===== src/rtl/gameport_ctrl.sv =====
// gameport_ctrl: bus-side sequencer for the PC game port (0x200-0x207).
//  - Bus writes become one-cycle joy_write trigger pulses.
//  - Bus reads return joy_readdata one cycle later.
//  - An IDLE/TRIG/WAIT/MEASURE machine tracks each one-shot measurement
//    and aborts it after TIMEOUT cycles in MEASURE.
//  - clk_grav is the Gravis GamePad Pro serial clock, running only in mode 2.
// Optional build macro GAMEPORT_AXIS_CAPTURE_EN adds per-axis cycle
// counters on outputs axis_time_0..axis_time_3.
module gameport_ctrl #(
  parameter int unsigned GRAV_HALF = 2262,
  parameter int unsigned TIMEOUT   = 262144
) (
  input  logic       clk,
  input  logic       rst_n,
  input  logic       io_cs,
  input  logic       io_read,
  input  logic       io_write,
  output logic [7:0] io_readdata,
  input  logic [1:0] mode,
  input  logic [7:0] joy_readdata,
  output logic       joy_write,
  output logic       clk_grav,
  output logic       busy,
`ifdef GAMEPORT_AXIS_CAPTURE_EN
  output logic [15:0] axis_time_0,
  output logic [15:0] axis_time_1,
  output logic [15:0] axis_time_2,
  output logic [15:0] axis_time_3,
`endif
  output logic       timeout_flag
);

  // The timeout counter must hold TIMEOUT-1 and is never narrower than 18 bits.
  localparam int unsigned TW = ($clog2(TIMEOUT) > 18) ? $clog2(TIMEOUT) : 18;
  localparam logic [TW-1:0] T_LAST    = TW'(TIMEOUT - 1);
  localparam logic [15:0]   GRAV_LAST = 16'(GRAV_HALF - 1);

  typedef enum logic [1:0] {
    S_IDLE    = 2'd0,
    S_TRIG    = 2'd1,
    S_WAIT    = 2'd2,
    S_MEASURE = 2'd3
  } state_t;

  state_t        state_q, state_d;
  logic [TW-1:0] tcnt_q, tcnt_d;
  logic          tflag_q, tflag_d;
  logic [7:0]    rdata_q, rdata_d;
  logic [15:0]   gcnt_q, gcnt_d;
  logic          grav_q, grav_d;
  logic          timeout_hit;

  logic wr_hit, rd_hit;
  assign wr_hit = io_cs & io_write;
  assign rd_hit = io_cs & io_read;

  // State register (synchronous active-low reset).
  always_ff @(posedge clk) begin
    // NOTE: sequential state uses non-blocking (<=) so every register samples
    // pre-edge values regardless of block ordering.
    if (!rst_n) state_q <= S_IDLE;
    else        state_q <= state_d;
  end

  // Next-state logic: a valid write always (re)starts at TRIG.
  always_comb begin
    // NOTE: defaults first so no path through this block leaves a signal
    // unassigned, which would infer a latch.
    state_d     = state_q;
    timeout_hit = 1'b0;
    if (wr_hit) begin
      state_d = S_TRIG;
    end else begin
      unique case (state_q)
        S_IDLE:  state_d = S_IDLE;
        S_TRIG:  state_d = S_WAIT;
        S_WAIT:  state_d = S_MEASURE;
        S_MEASURE: begin
          if (joy_readdata[3:0] == 4'd0) begin
            state_d = S_IDLE;
          end else if (tcnt_q == T_LAST) begin
            state_d     = S_IDLE;
            timeout_hit = 1'b1;
          end
        end
        default: state_d = S_IDLE;
      endcase
    end
  end

  // Output decode from the registered state (Moore outputs, glitch-free).
  always_comb begin
    joy_write = (state_q == S_TRIG);
    busy      = (state_q != S_IDLE);
  end

  // Timeout counter, sticky timeout flag and read-data holding register.
  always_comb begin
    tcnt_d  = tcnt_q;
    tflag_d = tflag_q;
    rdata_d = rdata_q;
    if (state_q == S_TRIG) begin
      tcnt_d = '0;
    end else if (state_q == S_MEASURE && tcnt_q != T_LAST) begin
      tcnt_d = tcnt_q + 1'b1;
    end
    if (wr_hit)           tflag_d = 1'b0;
    else if (timeout_hit) tflag_d = 1'b1;
    // A read in the same cycle as a write captures pre-trigger status.
    if (rd_hit) rdata_d = joy_readdata;
  end

  // Measurement-side registers.
  always_ff @(posedge clk) begin
    if (!rst_n) begin
      tcnt_q  <= '0;
      tflag_q <= 1'b0;
      rdata_q <= 8'hFF;
    end else begin
      tcnt_q  <= tcnt_d;
      tflag_q <= tflag_d;
      rdata_q <= rdata_d;
    end
  end

  assign io_readdata  = rdata_q;
  assign timeout_flag = tflag_q;

  // Gravis half-period divider: runs only in mode 2, otherwise parked at 0.
  always_comb begin
    gcnt_d = 16'd0;
    grav_d = 1'b0;
    if (mode == 2'd2) begin
      if (gcnt_q == GRAV_LAST) begin
        gcnt_d = 16'd0;
        grav_d = ~grav_q;
      end else begin
        gcnt_d = gcnt_q + 16'd1;
        grav_d = grav_q;
      end
    end
  end

  // Gravis clock registers.
  always_ff @(posedge clk) begin
    if (!rst_n) begin
      gcnt_q <= 16'd0;
      grav_q <= 1'b0;
    end else begin
      gcnt_q <= gcnt_d;
      grav_q <= grav_d;
    end
  end

  assign clk_grav = grav_q;

`ifdef GAMEPORT_AXIS_CAPTURE_EN
  logic [15:0] axis_q [4];
  logic [15:0] axis_d [4];
  logic [3:0]  run_q, run_d;

  // Per-axis timers: cleared at TRIG, count in MEASURE while the axis bit is
  // high, frozen from the first cycle it reads low, saturating at 16'hFFFF.
  always_comb begin
    run_d = run_q;
    for (int i = 0; i < 4; i++) begin
      axis_d[i] = axis_q[i];
      if (state_q == S_TRIG) begin
        axis_d[i] = 16'd0;
        run_d[i]  = 1'b1;
      end else if (state_q == S_MEASURE && run_q[i]) begin
        if (!joy_readdata[i])          run_d[i]  = 1'b0;
        else if (axis_q[i] != 16'hFFFF) axis_d[i] = axis_q[i] + 16'd1;
      end
    end
  end

  // Axis timer registers.
  always_ff @(posedge clk) begin
    if (!rst_n) begin
      run_q <= 4'd0;
      for (int i = 0; i < 4; i++) axis_q[i] <= 16'd0;
    end else begin
      run_q <= run_d;
      for (int i = 0; i < 4; i++) axis_q[i] <= axis_d[i];
    end
  end

  assign axis_time_0 = axis_q[0];
  assign axis_time_1 = axis_q[1];
  assign axis_time_2 = axis_q[2];
  assign axis_time_3 = axis_q[3];
`endif

endmodule


===== config.mk =====
export PLATFORM = sky130hd
export DESIGN_NAME = gameport_ctrl
export DESIGN_NICKNAME = d
export VERILOG_FILES = /design/src/rtl/gameport_ctrl.sv
export SDC_FILE = /design/constraint.sdc
export NUM_CORES = 1
export LEC_CHECK = 0
export ABC_AREA = 1
export CAP_MARGIN = 20
export CORE_MARGIN = 2
export CORE_UTILIZATION = 29
export CTS_BUF_LIST = sky130_fd_sc_hd__clkbuf_16
export CTS_CLUSTER_SIZE = 30
export DETAILED_ROUTE_END_ITERATION = 12
export RECOVER_POWER = 100
export SLEW_MARGIN = 30
export SYNTH_ARGS = -nofsm -noshare
export SYNTH_HDL_FRONTEND = slang
export SYNTH_SLANG_ARGS = --single-unit

===== constraint.sdc =====
create_clock -name clk -period 1.4 [get_ports clk]
set_input_delay 0.28 -clock clk [delete_from_list [all_inputs] [get_ports clk]]
set_output_delay 0.28 -clock clk [all_outputs]
set_load 0.01 [all_outputs]

After elaboration in Yosys (flattened, before gate mapping)
Index checks and enable logic that the tools add are counted.

word-level totals
  register bits after elaboration = 46
  bits in latches = 0
  bits in writable memories = 0
  bits in read-only memories = 0
  bits of input ports = 15
  memories kept = 0

cells by class
  add/subtract/negate cells = 2
  $mul = 0
  div/mod/pow operators = 0
  $lt $le $gt $ge = 0
  equal/unequal tests = 9
  shift-type cells = 0
  muxes and demuxes = 8
  bitwise logic cells = 5
  reduce and logical (&&, ||, !) cells = 8

operator list
  operator                                                                  number
  18-bit by 1-bit adder with 18-bit output (second input constant)          1
  18-bit equality test (second input constant)                              1
  18-bit != test (second input constant)                                    1
  16-bit by 1-bit adder with 16-bit output (second input constant)          1
  16-bit by 12-bit equality test with 1-bit output (second input constant)  1
  2-bit case mux with 4 select lines                                        1
  2-bit equality test (second input constant)                               3
  1-bit two-way mux                                                         5
  4-bit logical NOT                                                         1
  2-bit two-way mux                                                         2
  4-bit != test (second input constant)                                     1
  2-bit OR reduction                                                        2
  3-bit != test (second input constant)                                     1
  1-bit inverter                                                            3
  3-bit OR reduction                                                        1
  1-bit AND                                                                 2
  2-bit by 1-bit equality test with 1-bit output (second input constant)    1
  2-bit logical NOT                                                         1
  2-bit AND reduction                                                       1
  2-bit nonzero test                                                        1
  1-bit logical AND                                                         1

Logic depth before layout (Yosys ltp)
Gate-level depths: netlist (run 1).

  depth in word-level cells = 5
  mapped depth = 10
  gate-level depth less buffers = 10

Worst setup path after synthesis (run 1)
Ideal clock, no wire load.

  kind = reg2reg
  start point = register state_q[1]
  end point = register tcnt_q[10]
  library setup time = 0.071 ns
  arrival time = 1.409 ns
  required time = 1.329 ns
  slack = -0.080 ns
  cell stages (with the launch flop) = 7
  buffers on the path = 1
  period minus slack after synthesis = 1.480 ns
  cells stage by stage = dfxtp_1 -> inv_1 -> ha_1 -> nor2_1 -> inv_1 -> clkbuf_1 -> a21oi_2

between the ends
  longest elaborated chain between the ends = 2

ends and longest elaborated chain
  what                                            line  source
  from (decl)                                     45    state_t state_q, state_d;
  from (signal assigned)                          62    else state_q <= state_d;
  2-bit by 1-bit equality test with 1-bit output  -
  net joy_write                                   21    output logic joy_write,
  2-bit OR reduction (no line)                    -
  to (signal assigned)                            120   tcnt_q <= tcnt_d;
  to (decl)                                       46    logic [TW-1:0] tcnt_q, tcnt_d;

The timed path passes the listed nets, and every way through them passes these cells.
A chain may end at the register's enable or synchronous reset.

Final worst setup path (run 1)
  start point = register tcnt_q[0]
  end point = register tcnt_q[12]

between the ends
  longest elaborated chain between the ends = 2

ends and longest elaborated chain
  what
  branches (longest 2 deep; another with 18-bit by 1-bit adder with 18-bit output)

Several ways; the timed one is not identified.

==> impl_metrics.yaml, run 1 <==
timing:
  fin_skew_ps: 7.36
  rsz0062_at_grt: "true"
  maxSlewViolCount: 0
  finalSetupViolations: 20
  setup_ws_ps: -68.9
  relSlewSlack_pct: 81.1
  worst_slew_pin_slew_ps: 282
  post-route-period-util_pct: 105
  hold_violations: 0
  fin_hold_ws_ps: 458
  max_freq_mhz: 681
  period_minus_slack_ps: 1470
route:
  drcViolationCount: 0
  routed_wl_um: 6190
  postRouteAntennaNets: 0
  firstDrtPassIters: 4
  wl_per_cell_um: 11.7
  via_per_inst: 4.55
  dr.first_iter.drc_count: 58
  vias: 2404
die:
  num_rows: 33
  io_pins: 27
  core_area_mm2: 0.00813
  die_w_um: 95.0
  die_y_um: 95.0
  die-area_mm2: 0.00902
  start_util_pct: 29.5
synth:
  synth_cell_types: 29
  syn_area_mm2: 0.00240
  synth-seq-area-share_pct: 38.4
  ys_ff_latch: 46
  synth_warnings: 0
  syn_inst: 340
  synthesis.nets: 362
  postSynthAreaPerCell_um2: 7.06
power_and_ir_drop:
  p_leak_nw: 1.44
  combPwrFrac_pct: 8.0
  p_switching_mw: 0.665
  clkPwrFrac_pct: 43.6
  power_mw: 2.77
  p_int_mw: 2.11
  ir_worst_vdd_mv: 0.450
  p_seq_share_pct: 48.4
  cellPowerDensity_mw_per_mm2: 771
  p_sw_share_pct: 24.0
worst_setup_path:
  cp_max_fo: 7
  cpPeakStageDelay_ps: 360
  cp-start-kind: "flip-flop"
  arrival_ps: 1690
  rrSetupSlack_ps: -70
  worstPathCellList: "ha_4 > inv_2 > nor2_4 > nand2_2 > nor2_4 > nand2_4 > nand2_8 > nand2_2 > a21oi_2"
  setup.worst_path.start: "tcnt_q[0]$_SDFFE_PP0P_"
  cp_data_required_time_ps: 1620
  worst-r2r-cell-count: 9
  critical_path_class: "flip-flop to flip-flop"
  r2r_end: "tcnt_q[12]$_SDFFE_PP0P_"
  timing.rr.start: "tcnt_q[0]$_SDFFE_PP0P_"
  endpoint_kind: "flip-flop"
  slowest_stage: "dfxtp_2"
clock_tree:
  hold_buffers: 0
  cts_tree: "done"
  cts.sinks: 46
  clk_pin_slew_ps: 70
  clkLatencyLatePin_ps: 290
  cts_htree_levels: 2
  clockRootBuffer: "clkbuf_16"
  clock_path_buffers: 2
  cts_buffers: 5
cells_and_area:
  area_growth_pct: 49.8
  regArea_um2: 941
  multi_input_area_mm2: 0.00154
  diodes: 0
  fillCellCount: 789
  layout.nets: 444
  final_layout_size_suffix_gt1_share_pct: 33.3
  fin_area_mm2: 0.00360
outcome:
  violations: "setup timing"
  outcome: "complete, but fails checks"
placed_design:
  dp_slack_ps: -254
  place_hpwl_um: 4080
  post_dp_cell_area_mm2: 0.00312
  io_buffers: 26
  gp_congestion: 0.786
global_route:
  globalRouteOverflowTotal: 0
  grt_pass1_wl_um: 9650
  grt_antenna_before_repair: 0
  grt_util_all_layers_pct: 13.4
  grt_max_degree: 20
  grt_pass1_vias: 2259
min_path:
  min-delay-start: "gcnt_q[0]$_SDFF_PP0_"
  min_path_type: "flip-flop to flip-flop"
  holdPathEnd: "gcnt_q[0]$_SDFF_PP0_"
  hold_path_depth: 1
flow_run:
  drv_cap: 0
-- critical path, delay by kind of cell (launching register included) --
kind | cells | cell delay (ps)
buffers and inverters | 1 | 50
adder cells (fa/ha/maj) | 1 | 140
flip-flops | 1 | 360
AO/OA/AOI/OAI | 1 | 120
AND/OR/NAND/NOR | 6 | 730
-- cell usage after synthesis (all sizes together) --
master	number	area, um^2
xnor2	5	43.8
buf	5	40.0
nand3b	2	15.0
nor2	52	218
nand4	8	50.1
o21bai	1	7.51
a21oi	21	143
nand3	27	135
ha	7	87.6
o21ai	5	25.0
nand2	100	395
nor4	1	6.26
or2	2	12.5
inv	35	131
nor3b	4	30.0
clkbuf	1	3.75
dfxtp	46	921
a31oi	1	6.26
xor2	9	78.8
nor3	8	51.3
-- logic make-up after synthesis --
family	Yosys count	share of synthesized area [%]
AO/OA/AOI/OAI	28	7.56
XOR/XNOR	14	5.11
adder cells (fa/ha/maj)	7	3.65
buffers and inverters	41	7.30
flip-flops	46	38.4
AND/OR/NAND/NOR	204	38.0
-- state kept, by name, summed over array words and instances, names as in the netlist --
register / flops
gcnt_q: 16
state_q: 2
tcnt_q: 18
timeout_flag: 1
clk_grav: 1
io_readdata: 8
-- final cells by class --
type / instances / share of cell area [%]
Clock buffer: 5 / 3.48
Clock inverter: 3 / 0.661
Inverter: 35 / 3.65
Multi-Input combinational cell: 255 / 42.9
Sequential cell: 46 / 26.2
Tap cell: 105 / 3.65
Timing Repair Buffer: 79 / 19.5
-- how the worst max path moves through the flow --
stage | end | depth (start not counted)
2_1_floorplan | tcnt_q[0]$_SDFFE_PP0P_ | 9
3_3_place_gp | gcnt_q[10]$_SDFF_PP0_ | 5
3_5_place_dp | gcnt_q[13]$_SDFF_PP0_ | 5
4_1_cts | tcnt_q[8]$_SDFFE_PP0P_ | 11
5_1_grt | tcnt_q[9]$_SDFFE_PP0P_ | 9
6_report | tcnt_q[12]$_SDFFE_PP0P_ | 9
-- cells in the final DEF, fill, tap and decap left out, drive strengths merged --
cell type,Yosys,final
dlygate4sd2,0,10
buf,5,52
a21oi,21,21
nor3b,4,4
xor2,9,9
nor4,1,1
ha,7,7
o21bai,1,1
nor2,52,52
nand2,100,102
inv,35,36
dlygate4sd3,0,1
nor3,8,8
a31oi,1,1
or2,2,2
xnor2,5,5
nand4,8,8
o21ai,5,5
dfxtp,46,46
clkinvlp,0,2
nand3,27,27
clkdlybuf4s50,0,13
clkbuf,1,8
nand3b,2,2
-- stage by stage --
step / setup TNS [ps] / std cells / util, %
after floorplan: 0 / 340 / -
after global placement: -3080 / 511 / 38.4
after detailed placement: -4220 / 511 / 38.4
after CTS: -477 / 522 / 41.0
after global routing: -2490 / 528 / 44.2
final: -944 / 528 / 44.2
-- metal layers --
layer,routed length (um),global-route usage (%),vias to the layer above
met5,0,0,-
met4,140,3.74,0
met3,115,2.87,13
met2,3150,24.6,26
met1,2780,15.6,1114
li1,-,-,1251
-- timing repair --
action	CTS	global route
resized for setup	37	60
gates cloned	1	3
pin swaps	12	23
buffers inserted	2	3
endpoints found under the setup margin	44	33
-- power by group through the flow --
| stage | registers [mW] | logic (mW) | clock network [mW] |
|---|---|---|---|
| after floorplan | 1.38 | 0.0878 | 0 |
| after global placement | 1.37 | 0.224 | 0 |
| after detailed placement | 1.37 | 0.225 | 0 |
| after CTS | 1.34 | 0.215 | 1.25 |
| after global routing | 1.34 | 0.251 | 1.30 |
| final | 1.34 | 0.223 | 1.21 |
Power figures use the tool's default switching activity.
==> run 2, diff against run 1 <==
==> constraint.sdc (replaced) <==
create_clock -name clk -period 1.4 [get_ports clk]
set_input_delay 0.28 -clock clk [delete_from_list [all_inputs] [get_ports clk]]
set_output_delay 0.28 -clock clk [all_outputs]
set_load 0.1 [all_outputs]
==> impl_metrics.yaml, run 2 (same netlist as run 1, synthesis figures left out) <==
worst_setup_path:
  cpPeakStageDelay_ps: 380
  cp_data_required_time_ps: 1580
  worstPathCellList: "nand2_1 > nor2_1 > nand2_1 > nor2_4 > nor2_4 > buf_12 > nand2_4 > nand2_2 > nand2_2 > nor2_1"
  arrival_ps: 1650
  slowest_stage: "dfxtp_1"
  worst-r2r-cell-count: 10
  crit_buf_inv: 1
  cp_max_fo: 5
  cp-start-kind: "flip-flop"
  rrSetupSlack_ps: -60
  crit_family: "simple AND/OR/NAND/NOR gates"
  timing.rr.start: "tcnt_q[8]$_SDFFE_PP0P_"
  r2r_end: "tcnt_q[13]$_SDFFE_PP0P_"
  critical_path_class: "flip-flop to flip-flop"
  endpoint_kind: "flip-flop"
die:
  io_pins: 27
  start_util_pct: 29.5
  die_w_um: 95.0
  die-area_mm2: 0.00902
  die_y_um: 95.0
  core_area_mm2: 0.00813
  num_rows: 33
timing:
  finalSetupViolations: 18
  period_minus_slack_ps: 1460
  fin_setup_tns_ps: -470
  worst_slew_pin_slew_ps: 309
  rsz0062_at_grt: "true"
  post-route-period-util_pct: 105
  fin_hold_ws_ps: 465
  relSlewSlack_pct: 79.5
  setup_ws_ps: -63.3
  hold_violations: 0
  maxSlewViolCount: 0
  max_freq_mhz: 683
  fin_skew_ps: 7.45
clock_tree:
  cts_htree_levels: 2
  cts_buffers: 5
  cts_tree: "done"
  clk_pin_slew_ps: 70
  clockRootBuffer: "clkbuf_16"
  hold_buffers: 0
  cts.sinks: 46
  clkLatencyLatePin_ps: 290
  clock_path_buffers: 2
min_path:
  min_path_type: "flip-flop to flip-flop"
  min-delay-start: "gcnt_q[0]$_SDFF_PP0_"
  holdPathEnd: "gcnt_q[0]$_SDFF_PP0_"
  hold_path_depth: 1
global_route:
  grt_pass1_vias: 2339
  globalRouteOverflowTotal: 0
  grt_pass1_wl_um: 10100
  grt_util_all_layers_pct: 13.9
  grt_max_degree: 16
  grt_antenna_before_repair: 0
cells_and_area:
  fillCellCount: 780
  stdcell_count: 526
  final_cell_mix: "nand2_1, buf_4, nor2_1, dfxtp_1, inv_1"
  fin_util_pct: 44.8
  largest_reg_flops: 18
  layout.nets: 442
  diodes: 0
  final_layout_size_suffix_gt1_share_pct: 36.8
  area_growth_pct: 51.9
  final_common_cell: "nand2_1"
  largest-register: "tcnt_q"
  fin_area_mm2: 0.00365
placed_design:
  post_dp_cell_area_mm2: 0.00324
  io_buffers: 26
  dp_slack_ps: -248
  place_hpwl_um: 4170
  place_inst: 508
  gp_congestion: 0.812
route:
  wl_per_cell_um: 11.7
  postRouteAntennaNets: 0
  drcViolationCount: 0
  routed_wl_um: 6170
  via_per_inst: 4.52
  dr.first_iter.drc_count: 54
  vias: 2375
  firstDrtPassIters: 5
power_and_ir_drop:
  p_leak_nw: 1.45
  ir_worst_vdd_mv: 0.499
  p_int_mw: 2.30
  combPwrFrac_pct: 12.7
  clkPwrFrac_pct: 43.7
  p_sw_share_pct: 25.4
  power_mw: 3.08
  p_switching_mw: 0.784
  cellPowerDensity_mw_per_mm2: 845
  p_seq_share_pct: 43.6
flow_run:
  drv_cap: 0
outcome:
  violations: "setup timing"
  outcome: "complete, but fails checks"
[run 2: layout make-up]
class	instances	area, um^2	area share (%)
Clock buffer	5	125	3.43
Clock inverter	3	41.3	1.13
Inverter	35	143	3.91
Multi-Input combinational cell	255	1570	43.1
Sequential cell	46	942	25.8
Tap cell	105	131	3.60
Timing Repair Buffer	77	694	19.0
[run 2: per-layer routing]
layer / up-vias / share of wire (%) / GRT usage (%)
met2: 28 / 53 / 25.5
li1: 1242 / - / -
met3: 4 / 1.9 / 2.71
met4: 0 / 0.86 / 3.62
met1: 1101 / 44 / 16.6
met5: - / 0 / 0
[run 2: worst max-delay path by stage]
stage                                  from                 endpoint  slack [ps]  cells after the start
finish               tcnt_q[8]$_SDFFE_PP0P_  tcnt_q[13]$_SDFFE_PP0P_         -60                     10
global route         tcnt_q[8]$_SDFFE_PP0P_  tcnt_q[13]$_SDFFE_PP0P_        -170                     10
CTS                  tcnt_q[0]$_SDFFE_PP0P_  tcnt_q[13]$_SDFFE_PP0P_         -70                     11
detailed placement                    rst_n     gcnt_q[2]$_SDFF_PP0_        -250                      5
global placement                      rst_n    gcnt_q[10]$_SDFF_PP0_        -190                      5
floorplan           state_q[1]$_SDFFE_PP0P_  tcnt_q[13]$_SDFFE_PP0P_          -2                      6
[run 2: timing repair]
action | CTS | global route
pin swaps | 6 | 17
cloned | 2 | 2
gates resized for setup | 38 | 44
endpoints found under the setup margin | 26 | 36
buffers inserted | 2 | 4
[run 2: power by group through the flow]
stage               sequential (mW)  combinational (mW)  clock [mW]
finish                         1.34               0.391        1.35
CTS                            1.35               0.427        1.38
floorplan                      1.48               0.134           0
global placement               1.38               0.411           0
detailed placement             1.38               0.414           0
global route                   1.35               0.415        1.44
==> run 3, diff against run 2 <==
--- a/config.mk
+++ b/config.mk
@@ -8,10 +8,11 @@
 export ABC_AREA = 1
 export CAP_MARGIN = 20
 export CORE_MARGIN = 2
-export CORE_UTILIZATION = 29
+export CORE_UTILIZATION = 45
 export CTS_BUF_LIST = sky130_fd_sc_hd__clkbuf_16
 export CTS_CLUSTER_SIZE = 30
 export DETAILED_ROUTE_END_ITERATION = 12
+export PLACE_DENSITY = 0.69
 export RECOVER_POWER = 100
 export SLEW_MARGIN = 30
 export SYNTH_ARGS = -nofsm -noshare
==> impl_metrics.yaml, run 3 (same netlist as run 1, synthesis figures left out) <==
power_and_ir_drop:
  p_leak_nw: 1.36
  ir_worst_vdd_mv: 0.608
  cellPowerDensity_mw_per_mm2: 820
  power_mw: 2.85
timing:
  relSlewSlack_pct: 79.7
  worst_slew_pin_slew_ps: 306
  rsz0062_at_grt: "true"
  maxSlewViolCount: 0
  hold_violations: 0
  post-route-period-util_pct: 101
  fin_skew_ps: 4.98
  finalSetupViolations: 1
  max_freq_mhz: 708
  setup_ws_ps: -12.2
  period_minus_slack_ps: 1410
cells_and_area:
  final_cell_mix: "nand2_1, buf_4, nor2_1, dfxtp_1, inv_1"
  area_growth_pct: 44.7
  fillCellCount: 442
  layout.nets: 441
  fin_util_pct: 67.6
  regArea_um2: 941
  largest-register: "tcnt_q"
  largest_reg_flops: 18
  stdcell_count: 489
  final_common_cell: "nand2_1"
  diodes: 0
  final_layout_size_suffix_gt1_share_pct: 35.1
  multi_input_area_mm2: 0.00152
global_route:
  globalRouteOverflowTotal: 0
  grt_pass1_vias: 2380
  grt_util_all_layers_pct: 21.1
  grt_antenna_before_repair: 0
  grt_max_degree: 16
  grt_pass1_wl_um: 10300
placed_design:
  gp_congestion: 0.846
  place_hpwl_um: 4110
  io_buffers: 26
  place_inst: 474
worst_setup_path:
  critical_path_class: "flip-flop to output port"
  arrival_ps: 1130
  cp_data_required_time_ps: 1120
  cp-start-kind: "flip-flop"
  cp_max_fo: 4
  endpoint_kind: "output port"
die:
  io_pins: 27
  core_area_mm2: 0.00514
  die_w_um: 77.0
  num_rows: 26
  die_y_um: 77.0
  start_util_pct: 46.7
  die-area_mm2: 0.00594
route:
  vias: 2422
  via_per_inst: 4.95
  postRouteAntennaNets: 0
  firstDrtPassIters: 4
  drcViolationCount: 0
  wl_per_cell_um: 12.6
  routed_wl_um: 6170
  dr.first_iter.drc_count: 149
min_path:
  min_path_type: "flip-flop to flip-flop"
outcome:
  outcome: "complete, but fails checks"
  violations: "setup timing"
clock_tree:
  clockRootBuffer: "clkbuf_16"
  cts_htree_levels: 2
  clock_path_buffers: 2
  clkLatencyLatePin_ps: 280
  clk_pin_slew_ps: 60
  cts.sinks: 46
  cts_tree: "done"
  cts_buffers: 5
flow_run:
  drv_cap: 0
[run 3: cell count changes in the layout (fill, tap and decap cells not counted), sizes merged]
cell and delta:
dlygate4sd3 -1, clkdlybuf4s50 +1, buf +1, inv +1, clkbuf -2, bufinv -1, clkinvlp -1
[run 3: critical path, cell delays in order (launching register included)]
cell	delay, ps
dfxtp_2	340
inv_2	100
ha_4	150
clkinvlp_4	80
buf_12	170
[run 3: what timing repair did]
item / 4_1_cts / 5_1_grt
setup endpoints to repair: 21 / 37
pin swaps: 7 / 20
gates cloned: 2 / 1
gates resized for setup: 32 / 44
hold buffers: 0 / 0
setup buffers: 2 / 4
[run 3: cell type report]
| class | count | area share (%) |
|---|---|---|
| clock buffer | 5 | 3.60 |
| clock inverter | 2 | 0.216 |
| inverter | 35 | 3.96 |
| multi-input combinational | 255 | 43.8 |
| sequential | 46 | 27.1 |
| tap | 70 | 2.52 |
| timing repair buffer | 76 | 18.8 |
[run 3: metrics by stage]
stage	cell area [um^2]	hold slack [ps]	worst slack (ps)	TNS [ps]
after floorplan	2430	393	-1.79	-1.79
after global placement	3190	449	-155	-1600
after detailed placement	3190	469	-185	-2290
after CTS	3450	442	-17.9	-80.5
after global routing	3470	470	-95.7	-1420
final	3470	459	-12.2	-12.2
[run 3: worst paths after layout]
| path | start | end | slack (ps) | depth (start not counted) |
|---|---|---|---|---|
| worst max register to register | tcnt_q[1]$_SDFFE_PP0P_ | tcnt_q[8]$_SDFFE_PP0P_ | 0 | 11 |
| worst min register to register | gcnt_q[0]$_SDFF_PP0_ | gcnt_q[0]$_SDFF_PP0_ | 460 | 1 |
| worst max-delay path | state_q[1]$_SDFFE_PP0P_ | busy | -10 | 4 |
| worst min-delay path | gcnt_q[0]$_SDFF_PP0_ | gcnt_q[0]$_SDFF_PP0_ | 460 | 1 |
[run 3: power by group]
group	total [mW]	switching, mW	leakage [nW]	internal [mW]
clock network	1.11	0.473	0.0723	0.639
logic	0.390	0.256	0.910	0.133
registers	1.35	0.0173	0.379	1.33
total	2.85	0.747	1.36	2.10
[run 3: routing by layer]
metal / up-vias / part of all wire [%] / track usage (%) / wire length [um]
li1: 1240 / - / - / -
met1: 1117 / 45 / 25.7 / 2770
met2: 58 / 49 / 37.1 / 3050
met3: 7 / 4.5 / 4.59 / 277
met4: 0 / 1.2 / 6.25 / 72
met5: - / 0 / 0 / 0
